===== src/rtl/ledring_pkg.sv =====
// ---------------------------------------------------------------------------
// ledring_pkg
// Shared types and constants for the LED ring driver.
//   rgb_t      : one pixel as software sees it, {R, G, B} in bits [23:0]
//   grb_word() : reorders a pixel into the G-R-B byte order used on the wire
//   state_t    : frame sequencer states
//   CTRL_*     : bit positions inside the CTRL register
// ---------------------------------------------------------------------------
package ledring_pkg;

  typedef struct packed {
    logic [7:0] r;
    logic [7:0] g;
    logic [7:0] b;
  } rgb_t;

  typedef enum logic [1:0] {
    IDLE,
    LOAD,
    BIT,
    LATCH
  } state_t;

  localparam int CTRL_START_BIT   = 0;
  localparam int CTRL_BUSY_BIT    = 0;
  localparam int CTRL_PENDING_BIT = 1;
  localparam int CTRL_NLEDS_LSB   = 8;

  // The pixel strip expects green first, then red, then blue.
  function automatic logic [23:0] grb_word(input rgb_t c);
    return {c.g, c.r, c.b};
  endfunction

endpackage


===== src/rtl/ledring_if.sv =====
// ---------------------------------------------------------------------------
// ledring_if
// Avalon-MM slave bundle for the LED ring driver.
//   avs_address   : word address (ADDR_W bits)
//   avs_write     : write strobe
//   avs_writedata : 32-bit write data
//   avs_read      : read strobe
//   avs_readdata  : 32-bit read data, valid the cycle after avs_read
// The master modport is the bus side, the slave modport is the driver side.
// ---------------------------------------------------------------------------
interface ledring_if #(
  parameter int ADDR_W = 5
);

  logic [ADDR_W-1:0] avs_address;
  logic              avs_write;
  logic [31:0]       avs_writedata;
  logic              avs_read;
  logic [31:0]       avs_readdata;

  modport master (
    output avs_address,
    output avs_write,
    output avs_writedata,
    output avs_read,
    input  avs_readdata
  );

  modport slave (
    input  avs_address,
    input  avs_write,
    input  avs_writedata,
    input  avs_read,
    output avs_readdata
  );

endinterface


===== src/rtl/ledring_bit_tx.sv =====
// ---------------------------------------------------------------------------
// ledring_bit_tx
// Times a single NRZ bit slot on the one-wire data line.
//   clk, reset    : system clock, synchronous active-high reset
//   go_i          : start a new slot on the next edge (idle, or last slot cycle)
//   bit_val_i     : value of the bit to send in the slot started by go_i
//   data_o        : registered data line (high for the first T0H/T1H clocks)
//   slot_done_o   : high during the last clock of a running slot
// ---------------------------------------------------------------------------
module ledring_bit_tx
  import ledring_pkg::*;
#(
  parameter int BIT_CYC = 63,
  parameter int T0H_CYC = 20,
  parameter int T1H_CYC = 40
) (
  input  logic clk,
  input  logic reset,
  input  logic go_i,
  input  logic bit_val_i,
  output logic data_o,
  output logic slot_done_o
);

  localparam int CNT_W = (BIT_CYC > 1) ? $clog2(BIT_CYC) : 1;

  if (!(T0H_CYC > 0 && T0H_CYC < T1H_CYC && T1H_CYC < BIT_CYC)) begin : gBadTiming
    $error("ledring_bit_tx: timing must satisfy 0 < T0H_CYC < T1H_CYC < BIT_CYC");
  end

  logic [CNT_W-1:0] bitCnt_q, bitCnt_d;
  logic             bitVal_q, bitVal_d;
  logic             run_q, run_d;
  logic             data_q, data_d;

  assign slot_done_o = run_q && (bitCnt_q == CNT_W'(BIT_CYC - 1));
  assign data_o      = data_q;

  // Next-state for the slot timer. The data line is computed one cycle
  // ahead from the next counter value so that it can come straight out of
  // a flop and still rise on the very edge a slot begins. Every slot starts
  // high because even a 0 bit has a non-zero high time.
  always_comb begin
    bitCnt_d = bitCnt_q;
    bitVal_d = bitVal_q;
    run_d    = run_q;
    data_d   = 1'b0;
    if (go_i) begin
      bitCnt_d = '0;
      bitVal_d = bit_val_i;
      run_d    = 1'b1;
      data_d   = 1'b1;
    end else if (slot_done_o) begin
      bitCnt_d = '0;
      run_d    = 1'b0;
    end else if (run_q) begin
      bitCnt_d = bitCnt_q + 1'b1;
      data_d   = (int'(bitCnt_d) < (bitVal_q ? T1H_CYC : T0H_CYC));
    end
  end

  // Slot timer registers; reset drops the line low immediately.
  always_ff @(posedge clk) begin
    if (reset) begin
      bitCnt_q <= '0;
      bitVal_q <= 1'b0;
      run_q    <= 1'b0;
      data_q   <= 1'b0;
    end else begin
      bitCnt_q <= bitCnt_d;
      bitVal_q <= bitVal_d;
      run_q    <= run_d;
      data_q   <= data_d;
    end
  end

endmodule


===== src/rtl/ledring_driver.sv =====
// ---------------------------------------------------------------------------
// ledring_driver
// Avalon-MM slave that streams per-pixel colours to a WS2812-style ring.
//   clk, reset : system clock, synchronous active-high reset
//   avs        : Avalon-MM slave (ledring_if.slave)
//                0..NUM_LEDS-1 : pixel words {8'h0, R, G, B}
//                NUM_LEDS      : CTRL (write bit0 = start; read bit0 busy,
//                                bit1 pending, [15:8] NUM_LEDS)
//   ledring_n  : pin level, inverted data line when INVERT=1
// A frame is every pixel sent G-R-B MSB first, then a low latch gap.
// ---------------------------------------------------------------------------
module ledring_driver
  import ledring_pkg::*;
#(
  parameter int NUM_LEDS  = 16,
  parameter int ADDR_W    = 5,
  parameter int BIT_CYC   = 63,
  parameter int T0H_CYC   = 20,
  parameter int T1H_CYC   = 40,
  parameter int RESET_CYC = 4000,
  parameter int INVERT    = 1
) (
  input  logic       clk,
  input  logic       reset,
  ledring_if.slave   avs,
  output logic       ledring_n
);

  localparam int PIX_W = (NUM_LEDS > 1) ? $clog2(NUM_LEDS) : 1;
  localparam int LAT_W = (RESET_CYC > 1) ? $clog2(RESET_CYC) : 1;
  localparam logic [ADDR_W-1:0] CTRL_ADDR = ADDR_W'(NUM_LEDS);
  localparam logic [PIX_W-1:0]  LAST_PIX  = PIX_W'(NUM_LEDS - 1);

  if (NUM_LEDS < 1 || NUM_LEDS >= (1 << ADDR_W)) begin : gBadNumLeds
    $error("ledring_driver: NUM_LEDS must be in 1 .. 2**ADDR_W-1");
  end

  rgb_t             pixBuf_q [NUM_LEDS];
  state_t           state_q, state_d;
  logic [PIX_W-1:0] pixIdx_q, pixIdx_d;
  logic [4:0]       bitIdx_q, bitIdx_d;
  logic [23:0]      shreg_q, shreg_d;
  logic [LAT_W-1:0] latchCnt_q, latchCnt_d;
  logic             pending_q, pending_d;
  logic [31:0]      readData_q, readData_d;
  logic             startWr;
  logic             busy;
  logic             txGo;
  logic             txBitVal;
  logic             txData;
  logic             slotDone;
  logic [23:0]      loadWord;
  logic             unusedWdata;

  assign startWr     = avs.avs_write && (avs.avs_address == CTRL_ADDR)
                       && avs.avs_writedata[CTRL_START_BIT];
  assign busy        = (state_q != IDLE);
  assign unusedWdata = ^avs.avs_writedata[31:24];
  assign ledring_n   = (INVERT != 0) ? ~txData : txData;
  assign avs.avs_readdata = readData_q;

  // Pixel register file. Writes land at any time, even mid-frame; the
  // sequencer takes its own copy of each pixel when it loads it.
  always_ff @(posedge clk) begin
    if (reset) begin
      for (int i = 0; i < NUM_LEDS; i++) pixBuf_q[i] <= '0;
    end else if (avs.avs_write) begin
      for (int i = 0; i < NUM_LEDS; i++) begin
        if (avs.avs_address == ADDR_W'(i)) pixBuf_q[i] <= rgb_t'(avs.avs_writedata[23:0]);
      end
    end
  end

  // Pick the pixel the sequencer is about to load, already in wire order.
  always_comb begin
    loadWord = '0;
    for (int i = 0; i < NUM_LEDS; i++) begin
      if (pixIdx_q == PIX_W'(i)) loadWord = grb_word(pixBuf_q[i]);
    end
  end

  // Read mux: pixel words come back zero-extended, CTRL reports status,
  // everything else reads as zero.
  always_comb begin
    readData_d = '0;
    for (int i = 0; i < NUM_LEDS; i++) begin
      if (avs.avs_address == ADDR_W'(i)) readData_d = {8'h00, pixBuf_q[i]};
    end
    if (avs.avs_address == CTRL_ADDR) begin
      readData_d[CTRL_BUSY_BIT]           = busy;
      readData_d[CTRL_PENDING_BIT]        = pending_q;
      readData_d[CTRL_NLEDS_LSB +: 8]     = 8'(NUM_LEDS);
    end
  end

  // Read data is registered so the bus sees a fixed latency of one clock.
  always_ff @(posedge clk) begin
    if (reset) begin
      readData_q <= '0;
    end else if (avs.avs_read) begin
      readData_q <= readData_d;
    end
  end

  // Frame sequencer. LOAD copies one pixel into the shift register and
  // kicks the bit timer; BIT walks the 24 bits, reloading the timer on the
  // last clock of each slot so slots run back to back; LATCH holds the line
  // low for the latch gap. A start seen while busy is remembered as pending,
  // and a start arriving on the final LATCH clock is folded into the same
  // decision so the next frame follows with no IDLE cycle.
  always_comb begin
    state_d    = state_q;
    pixIdx_d   = pixIdx_q;
    bitIdx_d   = bitIdx_q;
    shreg_d    = shreg_q;
    latchCnt_d = latchCnt_q;
    pending_d  = pending_q;
    txGo       = 1'b0;
    txBitVal   = 1'b0;

    if (startWr && busy) pending_d = 1'b1;

    case (state_q)
      IDLE: begin
        if (startWr) begin
          state_d  = LOAD;
          pixIdx_d = '0;
        end
      end
      LOAD: begin
        shreg_d  = loadWord;
        bitIdx_d = 5'd23;
        txGo     = 1'b1;
        txBitVal = loadWord[23];
        state_d  = BIT;
      end
      BIT: begin
        if (slotDone) begin
          if (bitIdx_q != 5'd0) begin
            shreg_d  = {shreg_q[22:0], 1'b0};
            bitIdx_d = bitIdx_q - 5'd1;
            txGo     = 1'b1;
            txBitVal = shreg_q[22];
          end else if (pixIdx_q == LAST_PIX) begin
            latchCnt_d = '0;
            state_d    = LATCH;
          end else begin
            pixIdx_d = pixIdx_q + 1'b1;
            state_d  = LOAD;
          end
        end
      end
      LATCH: begin
        latchCnt_d = latchCnt_q + 1'b1;
        if (latchCnt_q == LAT_W'(RESET_CYC - 1)) begin
          if (pending_q || startWr) begin
            pending_d = 1'b0;
            pixIdx_d  = '0;
            state_d   = LOAD;
          end else begin
            state_d = IDLE;
          end
        end
      end
      default: state_d = IDLE;
    endcase
  end

  // Sequencer state registers; reset aborts any frame in progress.
  always_ff @(posedge clk) begin
    if (reset) begin
      state_q    <= IDLE;
      pixIdx_q   <= '0;
      bitIdx_q   <= '0;
      shreg_q    <= '0;
      latchCnt_q <= '0;
      pending_q  <= 1'b0;
    end else begin
      state_q    <= state_d;
      pixIdx_q   <= pixIdx_d;
      bitIdx_q   <= bitIdx_d;
      shreg_q    <= shreg_d;
      latchCnt_q <= latchCnt_d;
      pending_q  <= pending_d;
    end
  end

  ledring_bit_tx #(
    .BIT_CYC (BIT_CYC),
    .T0H_CYC (T0H_CYC),
    .T1H_CYC (T1H_CYC)
  ) uBitTx (
    .clk         (clk),
    .reset       (reset),
    .go_i        (txGo),
    .bit_val_i   (txBitVal),
    .data_o      (txData),
    .slot_done_o (slotDone)
  );

endmodule


===== src/flat_wrapper.sv =====
// flat-port wrapper written by rule: the top's interface ports become plain ports
module ledring_driver_flat import ledring_pkg::*;
#(
  parameter int NUM_LEDS  = 16,
  parameter int ADDR_W    = 5,
  parameter int BIT_CYC   = 63,
  parameter int T0H_CYC   = 20,
  parameter int T1H_CYC   = 40,
  parameter int RESET_CYC = 4000,
  parameter int INVERT    = 1
)
  (clk, reset, ledring_n, avs_avs_address, avs_avs_write, avs_avs_writedata, avs_avs_read, avs_avs_readdata);
  ledring_if #(.ADDR_W(ADDR_W)) avs_i ();
  input  logic clk;
  input  logic reset;
  output logic ledring_n;
  input wire logic [$bits(avs_i.avs_address)-1:0] avs_avs_address;
  input wire logic [$bits(avs_i.avs_write)-1:0] avs_avs_write;
  input wire logic [$bits(avs_i.avs_writedata)-1:0] avs_avs_writedata;
  input wire logic [$bits(avs_i.avs_read)-1:0] avs_avs_read;
  output wire logic [$bits(avs_i.avs_readdata)-1:0] avs_avs_readdata;
  assign avs_i.avs_address = avs_avs_address;
  assign avs_i.avs_write = avs_avs_write;
  assign avs_i.avs_writedata = avs_avs_writedata;
  assign avs_i.avs_read = avs_avs_read;
  assign avs_avs_readdata = avs_i.avs_readdata;
  ledring_driver #(.NUM_LEDS(NUM_LEDS), .ADDR_W(ADDR_W), .BIT_CYC(BIT_CYC), .T0H_CYC(T0H_CYC), .T1H_CYC(T1H_CYC), .RESET_CYC(RESET_CYC), .INVERT(INVERT)) u_core (.clk(clk), .reset(reset), .avs(avs_i), .ledring_n(ledring_n));
endmodule

===== config.mk =====
export PLATFORM = sky130hd
export DESIGN_NAME = ledring_driver_flat
export DESIGN_NICKNAME = d
export VERILOG_FILES = /design/src/rtl/ledring_pkg.sv /design/src/rtl/ledring_if.sv /design/src/rtl/ledring_bit_tx.sv /design/src/rtl/ledring_driver.sv /design/src/flat_wrapper.sv
export SDC_FILE = /design/constraint.sdc
export NUM_CORES = 1
export LEC_CHECK = 0
export ABC_AREA = 1
export CAP_MARGIN = 40
export CELL_PAD_IN_SITES_DETAIL_PLACEMENT = 1
export CELL_PAD_IN_SITES_GLOBAL_PLACEMENT = 1
export CORE_AREA = 2 2 266 215
export DETAILED_ROUTE_END_ITERATION = 7
export DIE_AREA = 0 0 268 217
export PLACE_DENSITY = 0.74
export SLEW_MARGIN = 10
export SYNTH_ARGS = -nofsm -noshare
export SYNTH_HDL_FRONTEND = slang
export SYNTH_SLANG_ARGS = --single-unit

===== constraint.sdc =====
create_clock -name clk -period 4.3 [get_ports clk]
set_input_delay 0.86 -clock clk [delete_from_list [all_inputs] [get_ports clk]]
set_output_delay 0.86 -clock clk [all_outputs]
set_load 0.01 [all_outputs]

==> Word-level counts from Yosys, hierarchy flattened <==
Memories as Yosys holds them, arrays and structs flattened.
Index checks and enable logic that the tools add are counted.
{ "classes": {"addsub": 4, "n_mul": 0, "div": 0, "n_lt_le_gt_ge": 1, "n_eq_ne": 44, "shifts": 0, "mux": 156, "bitwise": 17, "reduce_logical": 19} }
{ "op_table": {"columns": ["cell", "n"], "rows": [
  ["$mux 24", 48],
  ["$mux 1", 80],
  ["$mux 23", 2],
  ["$pmux 23 s2", 1],
  ["$eq 5x4->1 const B", 8],
  ["$mux 12", 3],
  ["$eq 4x4->1 const B", 8],
  ["$mux 4", 6],
  ["$pmux 12 s2", 1],
  ["$eq 5x3->1 const B", 4],
  ["$eq 4x3->1 const B", 4],
  ["$or 1x1->1", 16],
  ["$add 12x1->12 const B", 1],
  ["$eq 12x12->1 const B", 1],
  ["$mux 2", 6],
  ["$ne 2x1->1 const B", 6],
  ["$pmux 4 s3", 1],
  ["$eq 5x2->1 const B", 2],
  ["$mux 5", 2],
  ["$pmux 5 s2", 1],
  ["$eq 4x2->1 const B", 2],
  ["$mux 8", 1],
  ["$pmux 2 s4", 1],
  ["$reduce_and 4->1", 2],
  ["other kinds (25)", 34]
]} }
{ "totals": {"regBits": 88, "latchBits": 0, "mem_bits_rw": 384, "mem_bits_ro": 0, "input_bits": 41, "output_inout_bits": 33, "n_memories": 1} }
{ "memory_table": {"columns": ["name", "depth", "word_bits", "read_ports", "rd_ports_with_merged_regs", "write_ports", "line", "rtl"], "rows": [
  ["u_core.pixBuf_q", 16, 24, 16, 0, 16, "ledring_driver.sv:38", "rgb_t pixBuf_q [NUM_LEDS];"]
]} }

==> Depth between registers and ports, before layout <==
Gate-level depths: netlist (run 1).
{ "logic_depth": {"ltp_word": 18, "mapped_depth": 21, "mapped_depth_nobuf": 20} }

==> By module <==
Synthesis (run 1) repeated with hierarchy kept, for this count alone.
{ "hier_totals": {"cells_unflattened": 2901, "area_unflattened_um2": 23951.7} }
{ "by_module_without_submodules": {"columns": ["module", "instances", "cells_per_inst", "area_per_inst_um2", "seq_area_each_um2"], "rows": [
  ["ledring_driver", 1, 2825, 23410.0, 12952.4],
  ["ledring_bit_tx", 1, 76, 541.8, 180.2]
]} }

==> Worst setup path before layout (run 1) <==
No wires, ideal clock.
{ "synth_path": {"path_kind": "input -> register", "startpoint": "input port avs_avs_address[1]", "endpoint": "memory u_core.pixBuf_q[1][168] (netlist name), enable pin", "arrival_ns": 3.644, "path_slack_ns": 0.217, "cell_stages": 7, "path_buffers": 1, "path_cell_list": "inv_1 -> nor3_1 -> inv_1 -> nor2_1 -> clkinv_1 -> clkbuf_1 -> o21ai_0"} }
{ "synth_rtl": {"columns": ["item", "line", "rtl"], "rows": [
  ["from (decl)", "flat_wrapper.sv:17", "input wire logic [$bits(avs_i.avs_address)-1:0] avs_avs_address;"],
  ["to (decl)", "ledring_driver.sv:38", null]
]} }

==> Worst setup path in the final report (run 1) <==
{ "layout_path": {"startpoint": "register u_core.pixIdx_q[0]", "endpoint": "register u_core.shreg_q[1]"} }
{ "layout_between": {"elab_chain_len": 18} }
{ "layout_rtl": {"columns": ["item", "line", "rtl"], "rows": [
  ["from (decl)", "ledring_driver.sv:40", "logic [PIX_W-1:0] pixIdx_q, pixIdx_d;"],
  ["from (signal assigned)", "ledring_driver.sv:180", "pixIdx_q <= pixIdx_d;"],
  ["$logic_not 4->1", "ledring_driver.sv:78", "if (pixIdx_q == PIX_W'(i)) loadWord = grb_word(pixBuf_q[i]);"],
  ["$mux 24 (15 in a row)", "ledring_driver.sv:78", null],
  ["$mux 24 (*)", "ledring_driver.sv:78", null],
  ["$pmux 23 s2 (*)", "ledring_driver.sv:123", "case (state_q)"],
  ["to (signal assigned)", "ledring_driver.sv:182", "shreg_q <= shreg_d;"],
  ["to (decl)", "ledring_driver.sv:42", "logic [23:0] shreg_q, shreg_d;"]
]} }
Mark *: on every way between the ends. The rest lies on a longest branch, timed or not.
A chain may end at the register's enable or synchronous reset.

==> metrics.txt, run 1 <==
Tcrit/Tclk final 78.3%; post-CTS setup buffer count 0; mapped cell area 23700 sq um; hold_buf cts 0; CP dominant cell by count nand2_1; synthesized area per cell 8.29 sq um; Post-Synth Simple-Gate Area 29.3%; Max Transition Viols Final 0; worst-case clock buffer depth 3; I/O Pins 74; grt total ovfl 0; TritonCTS buffer count 50; nets 2957; vias in the first global route 21.6k; Comb power frac 21.9%; Port Buf Inserts 57; vias per cell 5.49; # DRC 0; r2r worst-path depth 19; clock share of power 33.2%; reg2reg start u_core.pixIdx_q[0]$_SDFFE_PP0P_; initial drt markers 1415; Setup WS post-layout 932 ps; Final Skew 21.0 ps; # setup viols final 0; CTS resizes 0; Core Area 55900 sq um; initial core utilization 42.4%; Reg2Reg Setup Slack 930 ps; max-cap violations 0; DP Worst Slack 454 ps; wirelength, routed 75400 um; Final Cell Area 26700 sq um; pwr/cell area 452 nW/um^2; post-synth cell types 50; initial antenna violation count 0; TritonRoute pass-1 iters 5; Worst slew margin 43.3%; clk root buf clkbuf_16; Die H 217 um; Flop pwr share 44.8%; Critical Path RT 4810 ps; crit path DAT 3880 ps; yosys warns 0; max incr delay on CP 610 ps; Fmax 297 MHz; GP Congestion 0.888; EDFF count, synth 384; CP cell instances inv_1, ha_1, nand2_1, inv_1, nand2_1, nand3_1, nand3_1, nand2_1, nand2_1, nand2_1, nand3_1, nand3_1, nand3_1, nand2_1, nand3_1, nand2_1, nand2_1, nand2_1, a21oi_1; final hold vios 0; Worst setup SP type register; flops & latches, synth 464; largest net degree at the start of global routing 50; diodes inserted 0; CTS tree built; Leak 10.6 nW; Synth Area in Adders 0.845%; synth-to-layout area growth 12.9%; unrepaired setup endpoints after global routing false; compound-cell area share of the yosys netlist 6.76%; Post-Syn Instances 2856; antenna-violating nets left 0; share of layout cells above drive strength 1 8.13%; type of the worst min-delay path register to register; Post-synth ARST share 0%; R2R Path End u_core.shreg_q[1]$_SDFFE_PP0P_; H-Tree Depth 2; Max VDD drop 0.342 mV; Worst Hold Launch u_core.avs.avs_readdata[20]$_SDFFE_PP0P_; Psw 0.00381 W; global-route wire length before repair 119000 um; Hold Path Stages 2; Sw Share 31.5%; CP endpoint kind register; TNS Setup 0 ps; # placed instances 3608; register area share after synthesis 55.4%; final std cells w/o fill 3699; CP max FO 15; Setup CP Type register to register; outcome complete, no violations; Least-Margin Pin Slew 849 ps; Slowest cell on crit path nand2_1; WHS Endpoint u_core.avs.avs_readdata[20]$_SDFFE_PP0P_; CTS Sinks 464; XOR/XNOR share of the synthesized area 0.259%; Int Pwr 0.00826 W; row count 78; GRT Util Overall 26.2%; die width 268 um; WL/cell 20.4 um; post-DP HPWL 55200 um; DR vias 20.3k; clk_lat worst skew 590 ps; fin crit period 3370 ps; largest family of logic cells by synthesized area simple AND/OR/NAND/NOR gates; clock-pin slew on the worst setup and hold paths 60 ps; fill count 6604; post-synthesis mux area share 0.127%; Die ar. 58200 sq um; Most used DFF post-synth edfxtp_1; placed cell areas 25300 sq um
routing by layer:
layer  global-route usage (%)  routed length, um  vias up  share of wire, %
met5                        0                  0        -                 0
met4                     6.15               1350        0               1.8
met3                     2.83               3330      111               4.4
met2                     45.4              37300      460                50
met1                     35.3              33400    10300                44
li1                         -                  -     9451                 -
power groups by stage:
| stage | sequential (W) | combinational, W | clock [W] |
|---|---|---|---|
| 3_5_place_dp | 0.00550 | 0.00266 | 0 |
| 2_1_floorplan | 0.00545 | 0.00170 | 0 |
| 6_report | 0.00541 | 0.00265 | 0.00401 |
| 4_1_cts | 0.00541 | 0.00268 | 0.00406 |
| 3_3_place_gp | 0.00546 | 0.00256 | 0 |
| 5_1_grt | 0.00545 | 0.00298 | 0.00425 |
worst max-delay path, delay by kind of cell, from the launching register on:
family                   cells  cell delay (ps)
AO/OA/AOI/OAI                1              150
adder cells (fa/ha/maj)      1              240
AND/OR/NAND/NOR             15             1800
buffers and inverters        2              660
flip-flops                   1              430
cells by family after synthesis:
logic type               after synthesis
AND/OR/NAND/NOR                     1634
flip-flops                           464
buffers and inverters                434
AO/OA/AOI/OAI                        297
adder cells (fa/ha/maj)               16
XOR/XNOR                               7
multiplexers                           3
other                                  1
cell type report:
class / instances / area [sq um] / share of cell area (%)
tap: 760 / 951 / 3.56
clock inverter: 23 / 115 / 0.430
inverter: 283 / 1060 / 3.98
multi-input combinational: 1965 / 8900 / 33.3
sequential: 464 / 13100 / 49.1
timing repair buffer: 136 / 1210 / 4.54
clock buffer: 68 / 1360 / 5.08
flip-flops by register name (all words and copies together) (netlist names):
register                 cells
u_core.latchCnt_q           12
u_core.pixIdx_q              4
u_core.uBitTx.bitVal_q       1
u_core.pending_q             1
u_core.uBitTx.bitCnt_q       6
u_core.state_q               2
u_core.avs.avs_readdata     24
u_core.uBitTx.run_q          1
u_core.pixBuf_q            384
u_core.bitIdx_q              5
u_core.shreg_q              23
u_core.uBitTx.data_o         1
through the flow:
step	util, %	hold WS (ps)	power, W
finish	47.8	466	0.0121
global route	47.8	485	0.0127
CTS	47.8	468	0.0122
detailed placement	45.2	459	0.00815
global placement	45.1	454	0.00802
floorplan	-	439	0.00715
cells in the final DEF (no fill, tap or decap), types with 14 or more instances in the layout:
master / netlist / final
clkinv_1: 28 / 39
nand2_1: 716 / 716
edfxtp_1: 384 / 384
nand4_1: 59 / 59
o21ai_0: 91 / 85
dfxtp_1: 80 / 80
nor2_1: 489 / 485
ha_1: 16 / 16
nor3_1: 14 / 14
nand3_1: 272 / 272
inv_1: 240 / 240
clkbuf_1: 93 / 14
clkbuf_16: 0 / 50
inv_2: 14 / 14
clkdlybuf4s50_1: 0 / 56
buf_4: 12 / 75
a21oi_1: 160 / 160
or2_2: 52 / 52
cells in the mapped netlist, drive strengths merged, types with 4 or more instances:
cell	n	area, sq um
nand2	718	2710
nor2	494	1890
edfxtp	384	11500
nand3	274	1380
inv	255	960
a21oi	161	810
o21ai	96	492
clkbuf	93	349
dfxtp	80	1600
or2	62	388
nand4	60	382
buf	58	309
clkinv	28	105
ha	16	200
nor3	16	96.4
o2111ai	10	87.6
o22ai	10	62.6
o211ai	7	52.6
o21bai	5	37.5
nor4	4	40.0
xor2	4	35.0
worst max-delay path by stage:
stage / from / endpoint / slack [ps] / depth (start not counted)
2_1_floorplan: avs_avs_address[1] / u_core.pixBuf_q[1][168]$_DFFE_PP_ / 220 / 7
3_5_place_dp: avs_avs_address[2] / u_core.avs.avs_readdata[9]$_SDFFE_PP0P_ / 450 / 17
3_3_place_gp: avs_avs_address[2] / u_core.avs.avs_readdata[12]$_SDFFE_PP0P_ / 410 / 16
5_1_grt: u_core.pixIdx_q[0]$_SDFFE_PP0P_ / u_core.shreg_q[18]$_SDFFE_PP0P_ / 700 / 19
6_report: u_core.pixIdx_q[0]$_SDFFE_PP0P_ / u_core.shreg_q[1]$_SDFFE_PP0P_ / 930 / 19
4_1_cts: u_core.pixIdx_q[0]$_SDFFE_PP0P_ / u_core.shreg_q[1]$_SDFFE_PP0P_ / 930 / 19
Note: power is estimated with default switching activity, not from simulation.
==> run 2: changes to the inputs <==
--- a/config.mk
+++ b/config.mk
@@ -9,10 +9,10 @@
 export CAP_MARGIN = 40
 export CELL_PAD_IN_SITES_DETAIL_PLACEMENT = 1
 export CELL_PAD_IN_SITES_GLOBAL_PLACEMENT = 1
-export CORE_AREA = 2 2 266 215
+export CORE_AREA = 2 2 257 208
 export DETAILED_ROUTE_END_ITERATION = 7
-export DIE_AREA = 0 0 268 217
-export PLACE_DENSITY = 0.74
+export DIE_AREA = 0 0 259 210
+export PLACE_DENSITY = 0.75
 export SLEW_MARGIN = 10
 export SYNTH_ARGS = -nofsm -noshare
 export SYNTH_HDL_FRONTEND = slang
==> constraint.sdc (replaced) <==
create_clock -name clk -period 3.2 [get_ports clk]
set_input_delay 0.64 -clock clk [delete_from_list [all_inputs] [get_ports clk]]
set_output_delay 0.64 -clock clk [all_outputs]
set_load 0.01 [all_outputs]
==> run 2 against run 1 <==
  * Cell count about the same
  * Critical endpoint is now u_core.shreg_q[15]$_SDFFE_PP0P_
  * Clock power increased by 51%
  * Maximum frequency increased by 18%
  * Largest cell class unchanged
  * Highest routed layer unchanged
==> metrics.txt, run 2 (synthesis results as in run 1) <==
largest register by flop count u_core.pixBuf_q (unchanged); row count 75 (was 78); placed cell areas 25900 sq um (was 25300 sq um); GRT Util Overall 28.5% (was 26.2%); Critical Path RT 3680 ps (was 4810 ps); Max Transition Viols Final 0 (unchanged); reg2reg start u_core.pixIdx_q[0]$_SDFFE_PP0P_ (unchanged); H-Tree Depth 2 (unchanged); total power 0.0170 W (was 0.0121 W); Final Cell Area 27600 sq um (was 26700 sq um); fin crit period 2850 ps (was 3370 ps); most common cell after layout, fill and taps aside nand2_1 (unchanged); CTS tree built (unchanged); Leak 11.0 nW (was 10.6 nW); # setup viols final 0 (unchanged); # DRC 0 (unchanged); max-cap violations 0 (unchanged); antenna-violating nets left 0 (unchanged); Hold Slack 467 ps (was 466 ps); Tcrit/Tclk final 88.9% (was 78.3%); Worst Hold Launch u_core.avs.avs_readdata[14]$_SDFFE_PP0P_ (was u_core.avs.avs_readdata[20]$_SDFFE_PP0P_); TritonCTS buffer count 50 (unchanged); Int Pwr 0.0117 W (was 0.00826 W); clk root buf clkbuf_16 (unchanged); largest net degree at the start of global routing 49 (was 50); fill count 6114 (was 6604); Slowest cell on crit path inv_1 (was nand2_1); Least-Margin Pin Slew 863 ps (was 849 ps); Psw 0.00525 W (was 0.00381 W); GP Congestion 0.882 (was 0.888); crit path from u_core.pixIdx_q[0]$_SDFFE_PP0P_ (unchanged); nets 3027 (was 2957); Flop pwr share 42.8% (was 44.8%); Setup WS post-layout 355 ps (was 932 ps); Max VDD drop 0.508 mV (was 0.342 mV); CP max FO 7 (was 15); unrepaired setup endpoints after global routing false (unchanged); vias in the first global route 21.7k (was 21.6k); Setup CP Type register to register (unchanged); worst-case clock buffer depth 3 (unchanged); post-DP HPWL 56300 um (was 55200 um); crit path DAT 3330 ps (was 3880 ps); die width 259 um (was 268 um); Fmax 351 MHz (was 297 MHz); initial core utilization 45.6% (was 42.4%); clock share of power 35.6% (was 33.2%); clk_lat worst skew 600 ps (was 590 ps); Final Skew 16.1 ps (was 21.0 ps); Die H 210 um (was 217 um); DP Worst Slack -226 ps (was 454 ps); Die ar. 54400 sq um (was 58200 sq um); CTS Sinks 464 (unchanged); pwr/cell area 616 nW/um^2 (was 452 nW/um^2); initial antenna violation count 0 (unchanged); initial drt markers 1608 (was 1415); outcome complete, no violations (unchanged); Largest register FFs 384 (unchanged); Comb power frac 21.6% (was 21.9%); vias per cell 5.55 (was 5.49); Port Buf Inserts 57 (unchanged); max incr delay on CP 440 ps (was 610 ps); Core Area 51900 sq um (was 55900 sq um); I/O Pins 74 (unchanged); final hold vios 0 (unchanged); Worst setup SP type register (unchanged); type of the worst min-delay path register to register (unchanged); commonest cells after routing, fill and taps aside nand2_1 (715), nor2_1 (483), edfxtp_1 (384) (was nand2_1 (716), nor2_1 (485), edfxtp_1 (384)); hold_buf cts 0 (unchanged); clock-pin slew on the worst setup and hold paths 60 ps (about the same); share of layout cells above drive strength 1 10.6% (was 8.13%); CP endpoint kind register (unchanged); global-route wire length before repair 120000 um (was 119000 um); Worst slew margin 42.4% (was 43.3%); wirelength, routed 77000 um (was 75400 um); Sw Share 30.9% (was 31.5%); WL/cell 20.8 um (was 20.4 um); TritonRoute pass-1 iters 5 (unchanged); CP dominant cell by count nand2_1 (unchanged); grt total ovfl 0 (unchanged); DR vias 20.6k (was 20.3k); synth-to-layout area growth 16.4% (was 12.9%); diodes inserted 0 (unchanged); CP cell instances ha_1, nand3_1, inv_1, a21oi_1, nand2_1, nand2_1, nand2_1, nand3_1, nand3_1, nand3_1, nand2_1, nand3_1, nand2_1, nand2_1, nand2_1, a21oi_1 (was inv_1, ha_1, nand2_1, inv_1, nand2_1, nand3_1, nand3_1, nand2_1, nand2_1, nand2_1, nand3_1, nand3_1, nand3_1, nand2_1, nand3_1, nand2_1, nand2_1, nand2_1, a21oi_1)
==> run 2: repair_timing <==
item | 4_1_cts | 5_1_grt
buffers inserted | 0 | 1
endpoints found under the setup margin | 0 | 16
gates resized for setup | 0 | 2
==> run 2: stage by stage <==
step / utilization (%) / cells / setup TNS (ps)
after floorplan: - / 2863 / 0
after detailed placement: 49.9 / 3610 / -2990
after CTS: 53.1 / 3700 / 0
after global placement: 49.9 / 3608 / -1900
final: 53.1 / 3701 / 0
after global routing: 53.1 / 3701 / 0
==> run 2: per-layer routing <==
layer / routed length [um] / up-vias / track usage (%) / part of all wire (%)
li1: - / 9620 / - / -
met1: 34000 / 10300 / 38.1 / 44
met2: 38000 / 485 / 49.5 / 49
met3: 3480 / 105 / 2.93 / 4.5
met4: 1500 / 0 / 7.37 / 2.0
met5: 0 / - / 0 / 0
==> run 2: area by class of cell <==
class,count,area [sq um],area share [%]
clock buffers,62,1300,4.70
flip-flops and latches,464,13100,47.6
inverters,283,1070,3.88
repair buffers,206,1930,7.02
well taps,693,867,3.15
clock inverters,28,358,1.30
multi-input cells,1965,8910,32.3
==> run 2: worst max-delay path: cells and delay by family (launching register included) <==
family / cells / cell delay [ps]
AOI/OAI and AO/OA: 2 / 250
adders and majority gates: 1 / 290
and+or+nand+nor: 12 / 1310
buffers and inverters: 1 / 440
DFF: 1 / 430
==> run 2: final timing paths <==
check                                                                end  slack [ps]  cells past startpoint
worst max-delay path                     u_core.shreg_q[15]$_SDFFE_PP0P_         350                     16
worst min-delay path            u_core.avs.avs_readdata[14]$_SDFFE_PP0P_         470                      2
worst max register to register           u_core.shreg_q[15]$_SDFFE_PP0P_         350                     16
worst min register to register  u_core.avs.avs_readdata[14]$_SDFFE_PP0P_         470                      2
==> run 2: power by group through the flow <==
| stage | logic [W] | clock network [W] | registers [W] |
|---|---|---|---|
| after global routing | 0.00416 | 0.00634 | 0.00732 |
| after CTS | 0.00371 | 0.00611 | 0.00726 |
| after detailed placement | 0.00366 | 0 | 0.00739 |
| final | 0.00367 | 0.00604 | 0.00727 |
| after global placement | 0.00353 | 0 | 0.00735 |
| after floorplan | 0.00229 | 0 | 0.00731 |
==> run 3: changes to the inputs <==
--- a/config.mk
+++ b/config.mk
@@ -10,9 +10,11 @@
 export CELL_PAD_IN_SITES_DETAIL_PLACEMENT = 1
 export CELL_PAD_IN_SITES_GLOBAL_PLACEMENT = 1
 export CORE_AREA = 2 2 257 208
+export CTS_BUF_LIST = sky130_fd_sc_hd__clkbuf_4 sky130_fd_sc_hd__clkbuf_8
 export DETAILED_ROUTE_END_ITERATION = 7
 export DIE_AREA = 0 0 259 210
 export PLACE_DENSITY = 0.75
+export SETUP_SLACK_MARGIN = 0.2
 export SLEW_MARGIN = 10
 export SYNTH_ARGS = -nofsm -noshare
 export SYNTH_HDL_FRONTEND = slang
==> run 3 against run 2 <==
  * Clock power decreased by 11%
  * Cell count increased by 1.6%
  * Non-clock buffer count increased by 9
  * Design area about the same
  * Critical endpoint is now u_core.shreg_q[0]$_SDFFE_PP0P_
  * Count of clock-buffer cells in the layout increased by 52
  * Maximum frequency increased by 3.7%
  * Die area unchanged
==> metrics.txt, run 3 (synthesis results as in run 1) <==
outcome complete, no violations (unchanged); multi-input combinational cell area 8930 sq um (was 8910 sq um); FF/Latch Area 13100 sq um (about the same); TritonRoute pass-1 iters 5 (unchanged); commonest cells after routing, fill and taps aside nand2_1 (714), nor2_1 (481), edfxtp_1 (384) (was nand2_1 (715), nor2_1 (483), edfxtp_1 (384)); CP max FO 12 (was 7); Max VDD drop 0.368 mV (was 0.508 mV); Comb power frac 23.1% (was 21.6%); Critical Path RT 3820 ps (was 3680 ps); Psw 0.00531 W (was 0.00525 W); grt total ovfl 0 (unchanged); final design utilization 53.1% (about the same); largest net degree at the start of global routing 64 (was 49); CP endpoint kind register (unchanged); worst-case clock buffer depth 3 (unchanged); hold_buf cts 0 (unchanged); antenna-violating nets left 0 (unchanged); Leak 11.1 nW (was 11.0 nW); clk root buf clkbuf_8 (was clkbuf_16); initial antenna violation count 1 (was 0); Core Area 51900 sq um (unchanged); gr busiest metal met2 (unchanged); TNS Setup 0 ps (unchanged); Die H 210 um (unchanged); GP Congestion 0.887 (was 0.882); DR vias 20.7k (was 20.6k); diodes inserted 0 (unchanged); max incr delay on CP 420 ps (was 440 ps); most common cell after layout, fill and taps aside nand2_1 (unchanged); DP Worst Slack -266 ps (was -226 ps); WP buf/inv 3 (was 1); met1 Use GR 37.1% (was 38.1%); Sw Share 32.3% (was 30.9%); Largest register FFs 384 (unchanged); synth-to-layout area growth 16.3% (was 16.4%); TritonCTS buffer count 79 (was 50); Least-Margin Pin Slew 941 ps (was 863 ps); routing usage on met2 46.9% (was 49.5%); # DRC 0 (unchanged); row count 75 (unchanged); Tcrit/Tclk final 85.8% (was 88.9%); H-Tree Depth 3 (was 2); max-cap violations 0 (unchanged); pwr/cell area 597 nW/um^2 (was 616 nW/um^2); die width 259 um (unchanged); post-DP HPWL 55700 um (was 56300 um); total power 0.0164 W (was 0.0170 W); GRT Util Overall 27.8% (was 28.5%); share of layout cells above drive strength 1 12.6% (was 10.6%); fin crit period 2740 ps (was 2850 ps); Worst slew margin 37.1% (was 42.4%); Flop pwr share 44.3% (was 42.8%); CTS tree built (unchanged); wirelength, routed 75000 um (was 77000 um); met3 Track Usage GR 4.71% (was 2.93%); Fmax 364 MHz (was 351 MHz); Largest delay share family, worst path simple AND/OR/NAND/NOR gates (unchanged); Die ar. 54400 sq um (unchanged); clock-pin slew on the worst setup and hold paths 60 ps (about the same); global-route wire length before repair 117000 um (was 120000 um); Setup CP Type register to register (unchanged); Hold Path Stages 3 (was 2); clock share of power 32.6% (was 35.6%); unrepaired setup endpoints after global routing false (unchanged); I/O Pins 74 (unchanged); r2r worst-path depth 21 (was 16); initial drt markers 1352 (was 1608); CTS Sinks 464 (unchanged); initial core utilization 45.6% (unchanged); fill count 6190 (was 6114); type of the worst min-delay path input port to register (was register to register); Max Transition Viols Final 0 (unchanged); placed cell areas 25900 sq um (about the same); WL/cell 20.0 um (was 20.8 um); Int Pwr 0.0111 W (was 0.0117 W); CP dominant cell by count nand3_1 (was nand2_1); Final Cell Area 27500 sq um (was 27600 sq um); clk_lat worst skew 690 ps (was 600 ps); Crit path depth 21 (was 16); final hold vios 0 (unchanged); Port Buf Inserts 57 (unchanged); vias in the first global route 21.6k (was 21.7k); largest register by flop count u_core.pixBuf_q (unchanged); # setup viols final 0 (unchanged); crit path DAT 3360 ps (was 3330 ps); vias per cell 5.49 (was 5.55); CP cell instances inv_1, ha_1, inv_2, nor2_4, buf_2, nand3_1, nand3_1, nand3_1, nand3_1, nand2_1, nand2_1, nand2_1, nand3_1, nand2_1, nand3_1, nand3_1, nand3_1, nand2_1, nand2_1, nand2_1, a21oi_1 (was ha_1, nand3_1, inv_1, a21oi_1, nand2_1, nand2_1, nand2_1, nand3_1, nand3_1, nand3_1, nand2_1, nand3_1, nand2_1, nand2_1, nand2_1, a21oi_1); nets 3065 (was 3027); Slowest cell on crit path buf_2 (was inv_1); Final Skew 25.6 ps (was 16.1 ps); Worst setup SP type register (unchanged); Setup WS post-layout 455 ps (was 355 ps)
-- run 3: cell types whose count changed in the layout (fill, tap and decap cells not counted), sizes merged --
cell | previous run | this run
inv | 254 | 256
clkinv | 44 | 48
clkbuf | 62 | 114
clkinvlp | 5 | 4
buf | 150 | 159
bufinv | 8 | 0
-- run 3: through the flow --
step | instances | hold WS, ps
2_1_floorplan | 2863 | 439
3_3_place_gp | 3611 | 456
3_5_place_dp | 3611 | 461
4_1_cts | 3752 | 410
5_1_grt | 3759 | 432
6_report | 3759 | 446
-- run 3: worst register-to-register path: stages (launching register included) --
cell and delay (ps):
dfxtp_2 350, inv_1 80, ha_1 190, inv_2 80, nor2_4 230, buf_2 430
nand3_1 140, nand3_1 110, nand3_1 80, nand3_1 80, nand2_1 70, nand2_1 70
nand2_1 50, nand3_1 70, nand2_1 60, nand3_1 110, nand3_1 90, nand3_1 110
nand2_1 70, nand2_1 60, nand2_1 60, a21oi_1 120
-- run 3: repair_timing --
action,CTS,global route
setup buffers,2,5
gates resized for setup,1,15
gates cloned,0,1
setup endpoints to repair,1,23
pin swaps,0,1
-- run 3: area by class of cell --
class / count / area share (%)
inverters: 283 / 3.89
repair buffers: 215 / 7.32
clock inverters: 25 / 0.468
well taps: 693 / 3.15
clock buffers: 114 / 5.08
multi-input cells: 1965 / 32.4
flip-flops and latches: 464 / 47.7
-- run 3: layer usage --
layer  up-vias  wire length (um)
met3       116              3890
li1       9691                 -
met4         2              1650
met5         -                13
met1     10300             33200
met2       497             36300
-- run 3: final timing paths --
path,endpoint,slack (ps),start
worst max-delay path,u_core.shreg_q[0]$_SDFFE_PP0P_,460,u_core.pixIdx_q[0]$_SDFFE_PP0P_
worst min-delay path,u_core.state_q[0]$_SDFFE_PP0P_,450,reset
worst max register to register,u_core.shreg_q[0]$_SDFFE_PP0P_,460,u_core.pixIdx_q[0]$_SDFFE_PP0P_
worst min register to register,u_core.avs.avs_readdata[15]$_SDFFE_PP0P_,470,u_core.avs.avs_readdata[15]$_SDFFE_PP0P_
-- run 3: power by group through the flow --
stage / Clock [W] / Combinational [W] / Sequential (W)
6_report: 0.00536 / 0.00380 / 0.00727
5_1_grt: 0.00569 / 0.00427 / 0.00732
4_1_cts: 0.00544 / 0.00367 / 0.00727
3_5_place_dp: 0 / 0.00364 / 0.00739
3_3_place_gp: 0 / 0.00351 / 0.00734
2_1_floorplan: 0 / 0.00229 / 0.00731
==> patch 1 (flow settings as in run 3) <==
`BIT_CYC` is set to 63 in 3 places; all go to 126.
--- a/src/rtl/ledring_bit_tx.sv
+++ b/src/rtl/ledring_bit_tx.sv
@@ -12,3 +12,3 @@
 #(
-  parameter int BIT_CYC = 63,
+  parameter int BIT_CYC = 126,
   parameter int T0H_CYC = 20,
--- a/src/rtl/ledring_driver.sv
+++ b/src/rtl/ledring_driver.sv
@@ -16,3 +16,3 @@
   parameter int ADDR_W    = 5,
-  parameter int BIT_CYC   = 63,
+  parameter int BIT_CYC   = 126,
   parameter int T0H_CYC   = 20,
--- a/src/flat_wrapper.sv
+++ b/src/flat_wrapper.sv
@@ -5,3 +5,3 @@
   parameter int ADDR_W    = 5,
-  parameter int BIT_CYC   = 63,
+  parameter int BIT_CYC   = 126,
   parameter int T0H_CYC   = 20,
Function: not settled (the Yosys comparison gave no result); the edit may change what the design does.
==> patch 1 against run 3 <==
  * Utilization shrank 0.22 points
  * Sequential power is essentially flat
  * Via count rose by 2.2%
  * Sequential cell count is 1 higher
  * Area after synthesis is 0.22% higher
  * Wire length grew 6.4%
  * Critical path type unchanged
  * Setup slack worse by 0.076 ns
  * Critical path depth is 4 lower
  * Cell area is 0.42% lower
  * Total power is 0.38% lower
==> patch 1: results (changes against run 3) <==
status: finished clean
initial antenna violation count: 0 (-1)
setup bufs post-CTS: 0 (-2)
slowest stage delay, CP: 0.31 ns (-0.11 ns)
clock-pin slew of the registers on the worst-case setup and hold paths: 0.06 ns (about the same)
proportion of power drawn by the clock network: 32.7% (about the same)
Async SR Flop Fraction: 0% (unchanged)
Mean Syn Cell Area: 8.255 sq um (-0.48%)
placed cell count: 3606 (-0.14%)
1st-pass router iterations: 5 (unchanged)
CP max FO: 8 (-4)
non-filler cells, final: 3754 (-0.13%)
Setup Skew: 0.03346 ns (+0.007903 ns)
layout cells sized above 1: 10.98% (-1.6 points)
critical path arrival: 3.35 ns (about the same)
Peak VDD IR: 0.3763 mV (+2.3%)
Place WS: -0.1342 ns (+0.1319 ns)
logic gate share of total power: 22.9% (-0.2 points)
worst hold path type: flip-flop to flip-flop
Initial DRC Count: 1596 (+18%)
dpl hpwl: 58.29 mm (+4.7%)
placed inst area: 25740 sq um (-0.63%)
Routed WL: 79.80 mm (+6.4%)
sequential share of the synthesized area: 55.40% (about the same)
vias in the first global route: 22470 (+4.1%)
CP max-delay cell: dfxtp_1
nets: 3056 (-0.29%)
routed vias: 21100 (+2.2%)
Rel. slew slack: 36.82% (-0.27 points)
LEAKAGE: 11.07 nW (-0.23%)
synth cell count leaders: 754 x nand2_1, 464 x nor2_1, 384 x edfxtp_1, 290 x inv_1, 225 x nand3_1
Power Density: 596.8 nW/um^2 (about the same)
synth warn: 0 (unchanged)
top post-synthesis cells by area: edfxtp_1 49%, nand2_1 12%, nor2_1 7.3%
number of port buffers: 57 (unchanged)
GRT Total Usage: 29.56% (+1.8 points)
count of cell types in the netlist: 48 (-4.0%)
n_diodes: 0 (unchanged)
Largest register FFs: 384 (unchanged)
Placer Congestion: 0.8506 (-4.1%)
first-pass GRT wire length: 123.2 mm (+5.4%)
sw frac: 32.29% (about the same)
post-CTS resize count: 0 (-1)
largest net degree at the start of global routing: 71 (+11%)
-- patch 1: cell types whose count changed in the layout (fill, tap and decap cells not counted), sizes merged, moves of 22 or more --
cell,change
inv,+42
o21ai,+32
nand3b,+23
or2,-26
buf,-27
nor2,-22
nand3,-48
nand2,+37
-- patch 1: routing by layer --
metal  global-route usage [%]  wire length, um  vias up
li1                         -                -     9696
met1                    38.28            34320    10690
met2                    50.41            38950      563
met3                    4.161             4192      151
met4                    11.24             2337        0
met5                        0                0        -
-- patch 1: kinds of logic (layout without fill, tap and decap cells) --
kind of cell    after synthesis  in the layout  share of synthesized area [%]
simple gates               1601           1601                          28.41
buf+inv                     456            634                          7.494
xor+xnor                      7              7                         0.2583
other cells                   1              8                        0.01580
flops                       465            465                          55.40
compound gates              330            330                          7.579
fa+ha+maj                    16             16                         0.8433
-- patch 1: cell type report --
cell class | instances | area [sq um]
timing repair inverter | 1 | 5.005
clock inverter | 27 | 116.4
sequential | 465 | 13150
fill | 6170 | 24460
timing repair buffer | 189 | 1802
tap | 693 | 867.1
clock buffer | 116 | 1421
inverter | 301 | 1134
multi-input combinational | 1962 | 8934
-- patch 1: path summary, 6_finish.rpt --
kind / cells after the start / slack (ns) / startpoint / end
worst min register to register: 2 / 0.47 / u_core.avs.avs_readdata[7]$_SDFFE_PP0P_ / u_core.avs.avs_readdata[7]$_SDFFE_PP0P_
worst min-delay path: 2 / 0.47 / u_core.avs.avs_readdata[7]$_SDFFE_PP0P_ / u_core.avs.avs_readdata[7]$_SDFFE_PP0P_
worst max register to register: 17 / 0.38 / u_core.bitIdx_q[0]$_SDFFE_PP0P_ / u_core.latchCnt_q[11]$_SDFFE_PP0P_
worst max-delay path: 17 / 0.38 / u_core.bitIdx_q[0]$_SDFFE_PP0P_ / u_core.latchCnt_q[11]$_SDFFE_PP0P_
==> patch 2 (config.mk and constraints of run 3) <==
Without the edit above. Take the reset off `shreg_q` and load it in a clocked block of its own.
--- a/src/rtl/ledring_driver.sv
+++ b/src/rtl/ledring_driver.sv
@@ -174,3 +174,2 @@
       bitIdx_q   <= '0;
-      shreg_q    <= '0;
       latchCnt_q <= '0;
@@ -181,3 +180,2 @@
       bitIdx_q   <= bitIdx_d;
-      shreg_q    <= shreg_d;
       latchCnt_q <= latchCnt_d;
@@ -185,2 +183,6 @@
     end
+  end
+
+  always_ff @(posedge clk) begin
+    shreg_q <= shreg_d;
   end
Function: not settled (the Yosys comparison gave no result); the edit may change what the design does.
==> patch 2 against run 3 <==
  * Area after synthesis down 0.46%
  * First-iteration DRC count rose by 1.4%
  * Wire length is 0.36% lower
  * Global-route usage hardly changed
  * Sequential cell count did not move
  * Critical path depth stayed put
  * Hold slack better by 0.015 ns
  * Clock skew rose by 0.013 ns
  * Sequential share of layout area is 1.0 points higher
  * Fmax rose by 0.83%
  * Cell area down 0.34%
  * Total power is 0.75% lower
  * Setup slack improved by 0.023 ns
  * Largest power group unchanged
==> patch 2: results (changes against run 3) <==
status: finished clean
CP max FO: 22 (+10)
CP max-delay cell: dfxtp_2
Data buffer area share: 7.205% (-0.11 points)
placed inst area: 25930 sq um (+0.11%)
Routed WL: 74.73 mm (-0.36%)
FF/Latch Area: 13370 sq um (+1.8%)
setup bufs post-CTS: 0 (-2)
Mean Syn Cell Area: 8.309 sq um (+0.17%)
Rel. slew slack: 45.79% (+8.7 points)
Place WS: -0.1665 ns (+0.09962 ns)
sequential share of the synthesized area: 56.67% (+1.2 points)
non-filler cells, final: 3745 (-0.37%)
number of sequential cells: 464 (unchanged)
slowest stage delay, CP: 0.38 ns (-0.04 ns)
worst hold path type: flip-flop to flip-flop
r2r endpoint: u_core.shreg_q[15]$_DFFE_PP_
Vias/cell: 5.419 (-1.4%)
Hold Crit Depth: 2 (-1)
final instance area: 27460 sq um (-0.34%)
layout cells sized above 1: 11.60% (-1.0 points)
Inserted Clock Buffers: 80 (+1.3%)
vias in the first global route: 21550 (-0.11%)
inverter count: 267 (-5.7%)
mux cell area share after synthesis: 0.04245% (-0.084 points)
top post-synthesis cells by area: edfxtp_1 52%, nand2_1 14%, nor2_1 7.9%
Synth Area in Compound Gates: 5.518% (-1.2 points)
clock buffers: 109 (-4.4%)
LEAKAGE: 11.10 nW (about the same)
XOR/XNOR Fraction of Synth Area: 0.1857% (-0.073 points)
multi-input combinational area share: 31.78% (-0.63 points)
nets: 3051 (-0.46%)
Multi-In Gates: 1978 (+0.66%)
Hold Path End: u_core.avs.avs_readdata[0]$_SDFFE_PP0P_
synth cell count leaders: 872 x nand2_1, 494 x nor2_1, 407 x edfxtp_1, 229 x inv_1, 186 x nand3_1
critical path arrival: 3.14 ns (-0.22 ns)
-- patch 2: worst max path at each step --
| stage | endpoint | slack, ns | depth (start not counted) |
|---|---|---|---|
| after global placement | u_core.avs.avs_readdata[20]$_SDFFE_PP0P_ | -0.11 | 18 |
| after CTS | u_core.shreg_q[11]$_DFFE_PP_ | 0.30 | 20 |
| after detailed placement | u_core.avs.avs_readdata[17]$_SDFFE_PP0P_ | -0.17 | 16 |
| after floorplan | u_core.pixBuf_q[1][120]$_DFFE_PP_ | 0.21 | 7 |
| after global routing | u_core.shreg_q[15]$_DFFE_PP_ | 0.21 | 19 |
| final | u_core.shreg_q[15]$_DFFE_PP_ | 0.48 | 21 |
-- patch 2: power breakdown --
group / switching (mW) / leakage (nW) / total [mW] / internal (mW)
logic: 2.43 / 5.94 / 3.64 / 1.21
registers: 0.228 / 4.35 / 7.39 / 7.16
clock network: 2.55 / 0.799 / 5.28 / 2.74
-- patch 2: per-stage QoR --
stage / hold slack [ns] / power [mW]
after floorplan: 0.4449 / 9.691
after global placement: 0.4538 / 11.01
after detailed placement: 0.4581 / 11.18
after CTS: 0.4674 / 16.46
after global routing: 0.4849 / 17.21
final: 0.4617 / 16.31
-- patch 2: layer usage --
layer  GRT usage [%]  part of all wire, %
met5               0                    0
met4           7.614                  2.1
met3           4.197                  4.6
met2           48.71                   50
met1           35.76                   44
-- patch 2: what timing repair did --
item / 4_1_cts / 5_1_grt
hold endpoints to repair: 0 / 0
endpoints found under the setup margin: 0 / 17
gates resized for setup: 0 / 6
-- patch 2: logic make-up after synthesis --
| kind of cell | count (synthesis) |
|---|---|
| simple gates | 1705 |
| flops | 464 |
| buf+inv | 403 |
| compound gates | 243 |
| fa+ha+maj | 16 |
| xor+xnor | 5 |
| other cells | 1 |
| mux | 1 |
